==> src/rtl/debounce_switch_bank.sv <==
// debounce_switch_bank: per-channel synchroniser, debounce counter, press/release strobes and
// an optional long-press (hold) strobe. Every channel has its own counters; nothing is shared.
module debounce_switch_bank #(
    parameter int unsigned NUM_SWITCHES   = 4,
    parameter int unsigned DEBOUNCE_LIMIT = 250000,
    parameter int unsigned HOLD_LIMIT     = 0,
    parameter bit          ACTIVE_LOW     = 1'b0
) (
    input  logic                    i_Clk,
    input  logic                    i_Reset,
    input  logic [NUM_SWITCHES-1:0] i_Switch,
    output logic [NUM_SWITCHES-1:0] o_Switch,
    output logic [NUM_SWITCHES-1:0] o_Press,
    output logic [NUM_SWITCHES-1:0] o_Release,
    output logic [NUM_SWITCHES-1:0] o_Hold
);

    // Sized so the counter can hold DEBOUNCE_LIMIT without wrapping; it never exceeds LIMIT-1.
    localparam int unsigned         DbCntW    = $clog2(DEBOUNCE_LIMIT + 1);
    localparam logic [DbCntW-1:0]   DbCntLast = DbCntW'(DEBOUNCE_LIMIT - 1);

    logic [NUM_SWITCHES-1:0] pin_in;
    logic [NUM_SWITCHES-1:0] sync1_q;
    logic [NUM_SWITCHES-1:0] sync2_q;
    logic [NUM_SWITCHES-1:0] state_q;
    logic [NUM_SWITCHES-1:0] state_d;
    logic [NUM_SWITCHES-1:0] press_q;
    logic [NUM_SWITCHES-1:0] release_q;

    // Internally "1" always means pressed, whatever the pin polarity.
    assign pin_in = ACTIVE_LOW ? ~i_Switch : i_Switch;

    // Two-flop synchroniser for the asynchronous pins.
    always_ff @(posedge i_Clk) begin
        if (i_Reset) begin
            sync1_q <= '0;
            sync2_q <= '0;
        end else begin
            sync1_q <= pin_in;
            sync2_q <= sync1_q;
        end
    end

    for (genvar ch = 0; ch < NUM_SWITCHES; ch++) begin : g_chan
        logic [DbCntW-1:0] db_cnt_q;
        logic [DbCntW-1:0] db_cnt_d;
        logic              ch_state_d;

        // Count consecutive samples that disagree with the accepted level; any agreement restarts.
        always_comb begin
            db_cnt_d   = db_cnt_q;
            ch_state_d = state_q[ch];
            if (sync2_q[ch] == state_q[ch]) begin
                db_cnt_d = '0;
            end else if (db_cnt_q == DbCntLast) begin
                ch_state_d = sync2_q[ch];
                db_cnt_d   = '0;
            end else begin
                db_cnt_d = db_cnt_q + 1'b1;
            end
        end

        // Debounce counter register.
        always_ff @(posedge i_Clk) begin
            if (i_Reset) begin
                db_cnt_q <= '0;
            end else begin
                db_cnt_q <= db_cnt_d;
            end
        end

        assign state_d[ch] = ch_state_d;
    end

    // Debounced level plus registered edge strobes; press and release are mutually exclusive.
    always_ff @(posedge i_Clk) begin
        if (i_Reset) begin
            state_q   <= '0;
            press_q   <= '0;
            release_q <= '0;
        end else begin
            state_q   <= state_d;
            press_q   <= state_d & ~state_q;
            release_q <= ~state_d & state_q;
        end
    end

    assign o_Switch  = state_q;
    assign o_Press   = press_q;
    assign o_Release = release_q;

    if (HOLD_LIMIT > 0) begin : g_hold
        localparam int unsigned           HoldCntW    = $clog2(HOLD_LIMIT + 1);
        localparam logic [HoldCntW-1:0]   HoldCntLast = HoldCntW'(HOLD_LIMIT - 1);
        localparam logic [HoldCntW-1:0]   HoldCntMax  = HoldCntW'(HOLD_LIMIT);

        for (genvar ch = 0; ch < NUM_SWITCHES; ch++) begin : g_hold_chan
            logic [HoldCntW-1:0] hold_cnt_q;
            logic [HoldCntW-1:0] hold_cnt_d;
            logic                hold_done_q;
            logic                hold_done_d;
            logic                hold_pulse_q;
            logic                hold_pulse_d;

            // Saturating time-held counter; the pulse is suppressed if the level drops on the
            // very edge the limit is reached, and the done flag limits it to one per press.
            always_comb begin
                hold_cnt_d   = hold_cnt_q;
                hold_done_d  = hold_done_q;
                hold_pulse_d = 1'b0;
                if (!state_q[ch]) begin
                    hold_cnt_d  = '0;
                    hold_done_d = 1'b0;
                end else if (hold_cnt_q != HoldCntMax) begin
                    hold_cnt_d = hold_cnt_q + 1'b1;
                    if ((hold_cnt_q == HoldCntLast) && state_d[ch] && !hold_done_q) begin
                        hold_pulse_d = 1'b1;
                        hold_done_d  = 1'b1;
                    end
                end
            end

            // Hold counter, done flag and registered hold strobe.
            always_ff @(posedge i_Clk) begin
                if (i_Reset) begin
                    hold_cnt_q   <= '0;
                    hold_done_q  <= 1'b0;
                    hold_pulse_q <= 1'b0;
                end else begin
                    hold_cnt_q   <= hold_cnt_d;
                    hold_done_q  <= hold_done_d;
                    hold_pulse_q <= hold_pulse_d;
                end
            end

            assign o_Hold[ch] = hold_pulse_q;
        end
    end else begin : g_no_hold
        assign o_Hold = '0;
    end

endmodule

==> config.mk <==
export PLATFORM = sky130hd
export DESIGN_NAME = debounce_switch_bank
export DESIGN_NICKNAME = d
export VERILOG_FILES = /design/src/rtl/debounce_switch_bank.sv
export SDC_FILE = /design/constraint.sdc
export NUM_CORES = 1
export LEC_CHECK = 0
export BUFFER_PORTS_ARGS = -buffer_cell sky130_fd_sc_hd__buf_2
export CORE_MARGIN = 2
export CORE_UTILIZATION = 57
export CTS_BUF_LIST = sky130_fd_sc_hd__clkbuf_8
export DETAILED_ROUTE_END_ITERATION = 8
export PLACE_DENSITY = 0.88
export RECOVER_POWER = 100
export SYNTH_ARGS = -nofsm -noshare
export SYNTH_HDL_FRONTEND = slang
export SYNTH_SLANG_ARGS = --single-unit
==> constraint.sdc <==
create_clock -name i_Clk -period 1.9 [get_ports i_Clk]
set_input_delay 0.095 -clock i_Clk [delete_from_list [all_inputs] [get_ports i_Clk]]
set_output_delay 0.095 -clock i_Clk [all_outputs]
set_load 0.005 [all_outputs]
==> results of run 1 <==
cells in the mapped netlist (5+ instances only):
library cell  count
nor2_1           66
o31ai_1           7
nand4_1          22
nor3_1           17
nand2b_1         14
xnor2_1          37
inv_1             7
and3_1            6
a21oi_1          13
xor2_1           18
dfxtp_1          92
or4_1            11
nand2_1          20
nand3_1          26
nor4_1           19
clkbuf_1          7
and4_1            5
nor2b_1           9
worst max path at each step:
stage	startpoint	slack [ns]	endpoint	depth (start not counted)
global placement	g_chan[1].db_cnt_q[8]$_SDFF_PP0_	0.02	g_chan[1].db_cnt_q[1]$_SDFF_PP0_	4
CTS	g_chan[1].db_cnt_q[8]$_SDFF_PP0_	-0.003	g_chan[1].db_cnt_q[1]$_SDFF_PP0_	4
global route	g_chan[1].db_cnt_q[8]$_SDFF_PP0_	-0.01	g_chan[1].db_cnt_q[1]$_SDFF_PP0_	4
detailed placement	g_chan[1].db_cnt_q[8]$_SDFF_PP0_	-0.005	g_chan[1].db_cnt_q[1]$_SDFF_PP0_	4
floorplan	g_chan[1].db_cnt_q[8]$_SDFF_PP0_	0.002	g_chan[1].db_cnt_q[1]$_SDFF_PP0_	4
finish	g_chan[1].db_cnt_q[8]$_SDFF_PP0_	-0.002	g_chan[1].db_cnt_q[1]$_SDFF_PP0_	4
flip-flops by register name (all words and copies together) (netlist names):
register,flops
o_Release,4
sync2_q,4
g_chan.db_cnt_q,72
o_Press,4
sync1_q,4
o_Switch,4
timing repair:
action | 4_1_cts | 5_1_grt
hold endpoints to repair | 3 | 0
hold buffers | 3 | 0
setup endpoints to repair | 1 | 24
gates resized for setup | 0 | 4
where the power goes:
part | switching (µW) | internal, µW
Combinational | 32.1 | 23.5
Clock | 696 | 645
Sequential | 6.46 | 1940
logic make-up after synthesis:
logic type               Yosys count
other                              1
multiplexers                       2
AND/OR/NAND/NOR                  234
buffers and inverters             20
XOR/XNOR                          55
flip-flops                        92
AO/OA/AOI/OAI                     30
adder cells (fa/ha/maj)            4
stage by stage:
step | utilization | instances | power [µW] | area, µm² | setup TNS (ns)
global placement | 0.636 | 552 | 2040 | 4300 | 0
detailed placement | 0.636 | 552 | 2040 | 4300 | -0.00548
global route | 0.666 | 571 | 3460 | 4500 | -0.0580
CTS | 0.671 | 571 | 3360 | 4530 | -0.00284
finish | 0.666 | 571 | 3340 | 4500 | -0.00183
floorplan | - | 441 | 2030 | 3970 | 0
area by class of cell:
cell class	count	area, µm²	area share
Clock buffer	10	138	0.0306
Clock inverter	6	63.8	0.0142
Sequential cell	92	1840	0.410
Timing Repair Buffer	47	299	0.0664
Multi-Input combinational cell	329	2030	0.451
Inverter	7	26.3	0.00583
Tap cell	80	100	0.0222
metal layers:
| metal | global-route usage | wire length (µm) | share of wire |
|---|---|---|---|
| met5 | 0 | 0 | 0 |
| met3 | 0.0626 | 423 | 0.052 |
| met1 | 0.266 | 3550 | 0.44 |
| met4 | 0.123 | 202 | 0.025 |
| met2 | 0.374 | 3910 | 0.48 |
==> run metrics, run 1 <==
Synth Flop Type=dfxtp_1; largest net degree at the start of global routing=28; post-synth top area cell=dfxtp_1; Peak VDD IR=0.000389 V; asr flop ratio synth=0; vias in the first global route=3281; Clock Path Buffers=2; CTS tree=built; largest family of logic cells by synthesized area=simple AND/OR/NAND/NOR gates; HP Class=in -> reg; Slowest cell on crit path=or4_4; TritonRoute pass-1 iters=5; critical-path cell list=or4_1 -> or4_4 -> or2_4 -> and3_1; critical hold path startpoint=i_Switch[3]; post-synth top area share=0.465; maxcap violations=0; number of synthesized flops with an enable pin=0; hpwl dp=5600 µm; Remaining DRCs=0; Yosys cell types=42; Synth Instances=438; die width=87.4 µm; Leak=0.00142 µW; global-route wire length before repair=13900 µm; clk root buf=clkbuf_8; clock-pin slew on the worst setup and hold paths=0.09 ns; Buf/Inv on CP=0; compound-cell area share of the yosys netlist=0.0527; share of post-route cells with drive strength above 1=0.130; I/O Buffers=17; nets=496; Largest stage delay, worst path=0.55 ns; WL/cell=14.1 µm; Synth Warn #=0; DP Worst Slack=-0.00548 ns; Synth Cell Area=3960 µm²; GPL Wtd Cong=0.890; reg2reg setup slack=-0.002 ns; Worst Hold End=sync1_q[3]$_SDFF_PP0_; Clock Skews=0.0142 ns; Worst Reg-to-Reg Cells=4; Initial Utilization=0.586; number of I/O pins=22; remaining global-route overflow=0; core box area=6760 µm²; xor/xnor cell area share of the yosys netlist=0.122; Final Hold Viols=0; Slew Limit Headroom=0.658; DIE HEIGHT=87.4 µm; layout filler cell count=528; Final Setup Violations=1; antenna-violating nets left=0; Setup Buffers After CTS=0; Die Area=7630 µm²; worst hold slack=0.0292 ns; failing checks=setup timing; reg2reg start=g_chan[1].db_cnt_q[8]$_SDFF_PP0_; #FFs+latches synth=92; period utilisation layout=1.00; H-tree level count=3; Simple-Gate Fraction of Synth Area=0.317; commonest cells after routing, fill and taps aside=dfxtp_1 (90), nor2_1 (66), xnor2_1 (37); Final Slew Violations=0; CP delay by family, top=simple AND/OR/NAND/NOR gates; Sink Count=92; RSZ-0062 raised after global routing=true; Layout Area Growth over Synthesis=13.7%; crit path time final=1.90 ns; share of the yosys chip area belonging to registers=0.465; mux share of post-synthesis cell area=0.00505; row count=30; initial DRC count=169; Max Clk Rate=526 MHz; hold depth=2; Total GRT Usage=0.227; initial antenna violation count=0; Setup Crit Path Kind=reg -> reg; nature of the critical path endpoint=register; fin worst setup slack=-0.00183 ns; Synth Area per Inst=9.04 µm²; pwr dens=742 nW/µm²; Critical Path Fanout Max=4; worst path required time=2.16 ns; status=finished, violations left; Via density=5.82; arrival time at the worst endpoint=2.16 ns; Reg-to-Reg End=g_chan[1].db_cnt_q[1]$_SDFF_PP0_; Synth Area in Adders=0.0126; ANT cells=0; worst skew pair latency=0.36 ns; WL final=8080 µm; vias=3325; Synth area leaders=dfxtp_1 (46%), xnor2_1 (8.2%), nor2_1 (6.3%); cts bufs inserted=9; leading cell type in the layout, fill and taps excluded=dfxtp_1; Worst Setup Start Kind=register; Slew @ Worst Pin=0.513 ns
No activity file was read; power rests on OpenSTA's default activity.
==> run 2: changes to the inputs <==
PLACE_DENSITY = 0.78   (was 0.88)
==> run 2 against run 1 <==
The flow still finishes with violations (setup timing). Clock power shrank 10%. Maximum frequency shrank 1.2%. Non-clock buffer count shrank 1. Die area is the same. Utilization grew 0.43 points. Flip-flop and latch count is the same. Design area grew 0.64%. Clock skew shrank 0.0023 ns. Global-route usage shrank 2.4 points. Register-to-register slack lost 0.02 ns. Critical path type unchanged.
==> run metrics, run 2 (synthesis results as in run 1) <==
status=finished, violations left; failing checks=setup timing; CP startpoint=g_chan[1].db_cnt_q[4]$_SDFF_PP0_; Critical Path Fanout Max=4 (unchanged); initial DRC count=124 (-27%); reg2reg setup slack=-0.02 ns (-0.02 ns); Die Area=7630 µm² (unchanged); commonest cells after routing, fill and taps aside=dfxtp_1 (89), nor2_1 (66), xnor2_1 (37); layout filler cell count=572 (+8.3%); H-tree level count=3 (unchanged); I/O Buffers=17 (unchanged); initial antenna violation count=0 (unchanged); Setup crit end=g_chan[1].db_cnt_q[1]$_SDFF_PP0_; largest net degree at the start of global routing=28 (unchanged); nets=495 (-0.20%); vias in the first global route=2811 (-14%); global-route wire length before repair=12400 µm (-11%); clk root buf=clkbuf_8; Layout Area Growth over Synthesis=14.4%; Worst Reg-to-Reg Cells=4 (unchanged); maxcap violations=0 (unchanged); DIE HEIGHT=87.4 µm (unchanged); Comb pwr share=0.018 (about the same); Clock Skews=0.0119 ns (-0.00225 ns); WL final=7300 µm (-9.7%); Setup Crit Path Kind=reg -> reg; Switching Fraction=0.228 (+0.00778); area post-placement=4310 µm² (+0.12%); core box area=6760 µm² (unchanged); share of post-route cells with drive strength above 1=0.157 (+0.0268); Largest register FFs=72 (unchanged); remaining global-route overflow=0 (unchanged); period utilisation layout=1.01 (+0.0121); RSZ-0062 raised after global routing=true; clock-pin slew on the worst setup and hold paths=0.09 ns (about the same); Leak=0.00146 µW (+2.7%); worst path required time=2.17 ns (about the same); Reg power frac=0.607 (+0.025); arrival time at the worst endpoint=2.20 ns (+0.04 ns); Worst Setup Start Kind=register; WL/cell=12.8 µm (-9.5%); antenna-violating nets left=0 (unchanged); cts bufs inserted=9 (unchanged); leading cell type in the layout, fill and taps excluded=dfxtp_1; die width=87.4 µm (unchanged); Psw=729 µW (-0.77%); GPL Wtd Cong=0.810 (-9.0%); CTS tree=built; TritonRoute pass-1 iters=4 (-1); Max Clk Rate=520 MHz (-1.2%); hpwl dp=5180 µm (-7.5%); worst skew pair latency=0.36 ns (about the same); pwr dens=706 nW/µm² (-4.8%); ANT cells=0 (unchanged); crit path time final=1.92 ns (+0.0230 ns); Final Slew Violations=0 (unchanged); Int Power=2470 µW (-5.1%); Total GRT Usage=0.203 (-0.0236); row count=30 (unchanged); Remaining DRCs=0 (unchanged); Initial Utilization=0.586 (unchanged); Reg-to-Reg End=g_chan[1].db_cnt_q[1]$_SDFF_PP0_; clock power share=0.375 (-0.026); Sink Count=92 (unchanged); Top reg by flops=g_chan.db_cnt_q; Peak VDD IR=0.000392 V (+0.89%); Clock Path Buffers=2 (unchanged); Final Setup Violations=1 (unchanged); nature of the critical path endpoint=register; Via density=5.54 (-4.8%); number of I/O pins=22 (unchanged); Final Hold Viols=0 (unchanged); fin worst setup slack=-0.0248 ns (-0.0230 ns); reg2reg start=g_chan[1].db_cnt_q[4]$_SDFF_PP0_; HP Class=in -> reg; post-route design area=4530 µm² (+0.64%); non-filler cells, final=570 (-0.18%); Placed Cells=551 (-0.18%); Setup Buffers After CTS=0 (unchanged); vias=3159 (-5.0%)
[run 2: changes by cell type in the layout (fill, tap and decap cells not counted), sizes merged]
cell,delta
buf,+13
bufinv,-1
clkbuf,-14
clkinv,+1
clkinvlp,+1
inv,-1
[run 2: metrics by stage]
| step | setup TNS (ns) | setup WS [ns] | power [µW] | hold slack [ns] | util |
|---|---|---|---|---|---|
| after floorplan | 0 | 0.00242 | 2030 | 0.223 | - |
| after global placement | 0 | 0.0188 | 2040 | 0.303 | 0.637 |
| after detailed placement | -0.0138 | -0.0138 | 2040 | 0.310 | 0.637 |
| after CTS | -0.0200 | -0.0200 | 3220 | 0.00655 | 0.668 |
| after global routing | -0.338 | -0.0553 | 3310 | 0.0153 | 0.671 |
| final | -0.0248 | -0.0248 | 3200 | 0.0180 | 0.671 |
[run 2: area by class of cell]
| cell class | count | area (µm²) | area share |
|---|---|---|---|
| repair buffers | 46 | 335 | 0.0740 |
| inverters | 7 | 26.3 | 0.00580 |
| clock buffers | 10 | 138 | 0.0304 |
| multi-input cells | 329 | 2050 | 0.451 |
| flip-flops and latches | 92 | 1850 | 0.407 |
| clock inverters | 6 | 41.3 | 0.00911 |
| well taps | 80 | 100 | 0.0221 |
[run 2: routing by layer]
metal,GRT usage,vias up,wire length [µm]
met5,0,-,0
met3,0.0445,11,284
li1,-,1633,-
met4,0.0965,0,149
met2,0.306,70,3210
met1,0.276,1445,3650
[run 2: worst max-delay path, cell delays in order (launching register included)]
cell and delay, ns:
dfxtp_2 0.33, or4b_4 0.51, or4_4 0.55, or2_4 0.29, and3_4 0.15
[run 2: power by group through the flow]
stage	Clock, µW	Combinational (µW)	Sequential, µW
2_1_floorplan	0	40.3	1990
3_3_place_gp	0	52.6	1990
3_5_place_dp	0	53.8	1990
4_1_cts	1220	58.6	1940
5_1_grt	1300	65.4	1940
6_report	1200	58.9	1940
[run 2: timing repair]
item                                   in CTS  in global routing
gates resized for setup                     0                  6
setup endpoints to repair                   1                 21
endpoints found under the hold margin       3                  0
pin swaps                                   0                  4
gates cloned                                0                  0
hold buffers                                3                  0
[run 2: worst min path at each step]
stage	startpoint	end	slack (ns)	depth (start not counted)
2_1_floorplan	i_Switch[0]	sync1_q[0]$_SDFF_PP0_	0.22	1
6_report	i_Switch[0]	sync1_q[0]$_SDFF_PP0_	0.02	2
5_1_grt	i_Switch[0]	sync1_q[0]$_SDFF_PP0_	0.02	2
4_1_cts	i_Switch[0]	sync1_q[0]$_SDFF_PP0_	0.007	2
3_5_place_dp	i_Switch[1]	sync1_q[1]$_SDFF_PP0_	0.31	2
3_3_place_gp	i_Switch[1]	sync1_q[1]$_SDFF_PP0_	0.30	2
==> run 3: changes to the inputs <==
CORE_UTILIZATION = 50   (was 57)
CTS_BUF_LIST = unset   (was sky130_fd_sc_hd__clkbuf_8)
PLACE_DENSITY = 0.7   (was 0.78)
==> run 3 against run 2 <==
The flow still finishes with violations (setup timing). Register-to-register slack worse by 0.02 ns. Cell count is 4.4% higher. Wire length is 3.0% higher. Count of clock-buffer cells in the layout is 1 higher. First-iteration DRC count is 31% lower. Combinational power is 1% lower. Critical path depth stayed put. Critical path type unchanged. Largest cell class unchanged. Largest power group unchanged. Highest routed layer unchanged.
==> run metrics, run 3 (synthesis results as in run 1) <==
Leak=0.00143 µW (-2.0%); Critical Path Fanout Max=4 (unchanged); hold depth=2 (unchanged); initial antenna violation count=0 (unchanged); Die Area=8650 µm² (+13%); failing checks=setup timing; reg2reg start=g_chan[1].db_cnt_q[8]$_SDFF_PP0_; clk root buf=clkbuf_8; Largest stage delay, worst path=0.56 ns (about the same); core box area=7690 µm² (+14%); nature of the critical path endpoint=register; number of I/O pins=22 (unchanged); Worst Setup Start Kind=register; Largest register FFs=72 (unchanged); share of post-route cells with drive strength above 1=0.138 (-0.0192); Top reg by flops=g_chan.db_cnt_q; largest net degree at the start of global routing=28 (unchanged); die width=93.0 µm (+6.5%); post-route design area=4570 µm² (+0.75%); Max Clk Rate=515 MHz (-0.86%); worst skew pair latency=0.36 ns (about the same); final core occ=0.594 (-0.0768); Worst Hold End=sync1_q[3]$_SDFF_PP0_; TritonRoute pass-1 iters=4 (unchanged); period utilisation layout=1.02 (+0.00882); H-tree level count=3 (unchanged); cts bufs inserted=9 (unchanged); Initial Utilization=0.515 (-0.0710); HP Class=in -> reg; Worst Reg-to-Reg Cells=4 (unchanged); I/O Buffers=17 (unchanged); Final Hold Viols=0 (unchanged); Total GRT Usage=0.187 (-0.0159); critical-path cell list=or4_4 -> or4_4 -> or2_4 -> and3_1; antenna-violating nets left=0 (unchanged); pwr dens=728 nW/µm² (+3.0%); Reg-to-Reg End=g_chan[1].db_cnt_q[1]$_SDFF_PP0_; hpwl dp=5240 µm (+1.2%); DP Worst Slack=-0.0111 ns (+0.00274 ns); worst hold slack=0.0125 ns (-0.00550 ns); initial DRC count=85 (-31%); row count=32 (+6.7%); Setup Crit Path Kind=reg -> reg; ANT cells=0 (unchanged); vias=3170 (+0.35%); WL final=7510 µm (+3.0%); Remaining DRCs=0 (unchanged); reg2reg setup slack=-0.04 ns (-0.02 ns); Clock Skews=0.0119 ns (+0.0000160 ns); critical hold path startpoint=i_Switch[3]; Slowest cell on crit path=or4_4; clock-pin slew on the worst setup and hold paths=0.08 ns (about the same); arrival time at the worst endpoint=2.20 ns (about the same); Crit path top cell by count=or4_4; Sink Count=92 (unchanged); area post-placement=4360 µm² (+1.2%); crit path time final=1.94 ns (+0.0168 ns); Final Setup Violations=1 (unchanged); worst path required time=2.16 ns (about the same); Clock Path Buffers=2 (unchanged); vias in the first global route=2941 (+4.6%); maxcap violations=0 (unchanged); Setup Buffers After CTS=0 (unchanged); GPL Wtd Cong=0.793 (-2.1%); remaining global-route overflow=0 (unchanged); Peak VDD IR=0.000426 V (+8.5%); Final Slew Violations=0 (unchanged); Layout Area Growth over Synthesis=15.3%; status=finished, violations left; total power draw=3320 µW (+3.8%); DIE HEIGHT=93.0 µm (+6.5%); leading cell type in the layout, fill and taps excluded=dfxtp_1; nets=498 (+0.61%); CTS tree=built; Via density=5.33 (-3.9%); fin worst setup slack=-0.0416 ns (-0.0168 ns); RSZ-0062 raised after global routing=true; commonest cells after routing, fill and taps aside=dfxtp_1 (90), nor2_1 (65), xnor2_1 (37); global-route wire length before repair=13000 µm (+5.1%); WL/cell=12.6 µm (-1.3%)
run 3: per-stage QoR:
step / TNS [ns] / std cells
after global routing: -1.47 / 595
after CTS: -0.0174 / 595
after detailed placement: -0.0111 / 576
after global placement: 0 / 576
after floorplan: 0 / 441
final: -0.0416 / 595
run 3: layout make-up:
class                   count  area, µm²
clock inverters             5       61.3
well taps                 102        128
repair buffers             49        330
clock buffers              11        141
inverters                   7       26.3
multi-input cells         329       2030
fillers                   707       3120
flip-flops and latches     92       1840
run 3: per-layer routing:
| layer | vias to the layer above | part of all wire | global-route usage |
|---|---|---|---|
| li1 | 1635 | - | - |
| met1 | 1485 | 0.49 | 0.237 |
| met2 | 41 | 0.47 | 0.310 |
| met3 | 9 | 0.025 | 0.0363 |
| met4 | 0 | 0.015 | 0.0846 |
| met5 | - | 0 | 0 |
run 3: report_power, final:
group	internal, µW	switching [µW]	total (µW)	leakage (µW)
sequential	1940	6.01	1940	0.000744
combinational	25.4	32.7	58.1	0.000594
clock	646	675	1320	0.0000918
run 3: worst max-delay path, delay by kind of cell (launching register included):
kind | cells | cell delay, ns
flops | 1 | 0.33
simple gates | 4 | 1.52
run 3: what timing repair did:
action / in CTS / in global routing
endpoints found under the hold margin: 3 / 0
resized for setup: 1 / 4
hold buffers: 3 / 0
setup endpoints to repair: 1 / 21
run 3: worst max path at each step:
stage               cells past startpoint  slack, ns                             start                               end
finish                                  4      -0.04  g_chan[1].db_cnt_q[8]$_SDFF_PP0_  g_chan[1].db_cnt_q[1]$_SDFF_PP0_
global route                            4      -0.07  g_chan[1].db_cnt_q[8]$_SDFF_PP0_  g_chan[1].db_cnt_q[1]$_SDFF_PP0_
CTS                                     4      -0.02  g_chan[1].db_cnt_q[5]$_SDFF_PP0_  g_chan[1].db_cnt_q[1]$_SDFF_PP0_
detailed placement                      4      -0.01  g_chan[1].db_cnt_q[5]$_SDFF_PP0_  g_chan[1].db_cnt_q[1]$_SDFF_PP0_
global placement                        4       0.02  g_chan[1].db_cnt_q[8]$_SDFF_PP0_  g_chan[1].db_cnt_q[1]$_SDFF_PP0_
floorplan                               4      0.002  g_chan[1].db_cnt_q[8]$_SDFF_PP0_  g_chan[1].db_cnt_q[1]$_SDFF_PP0_
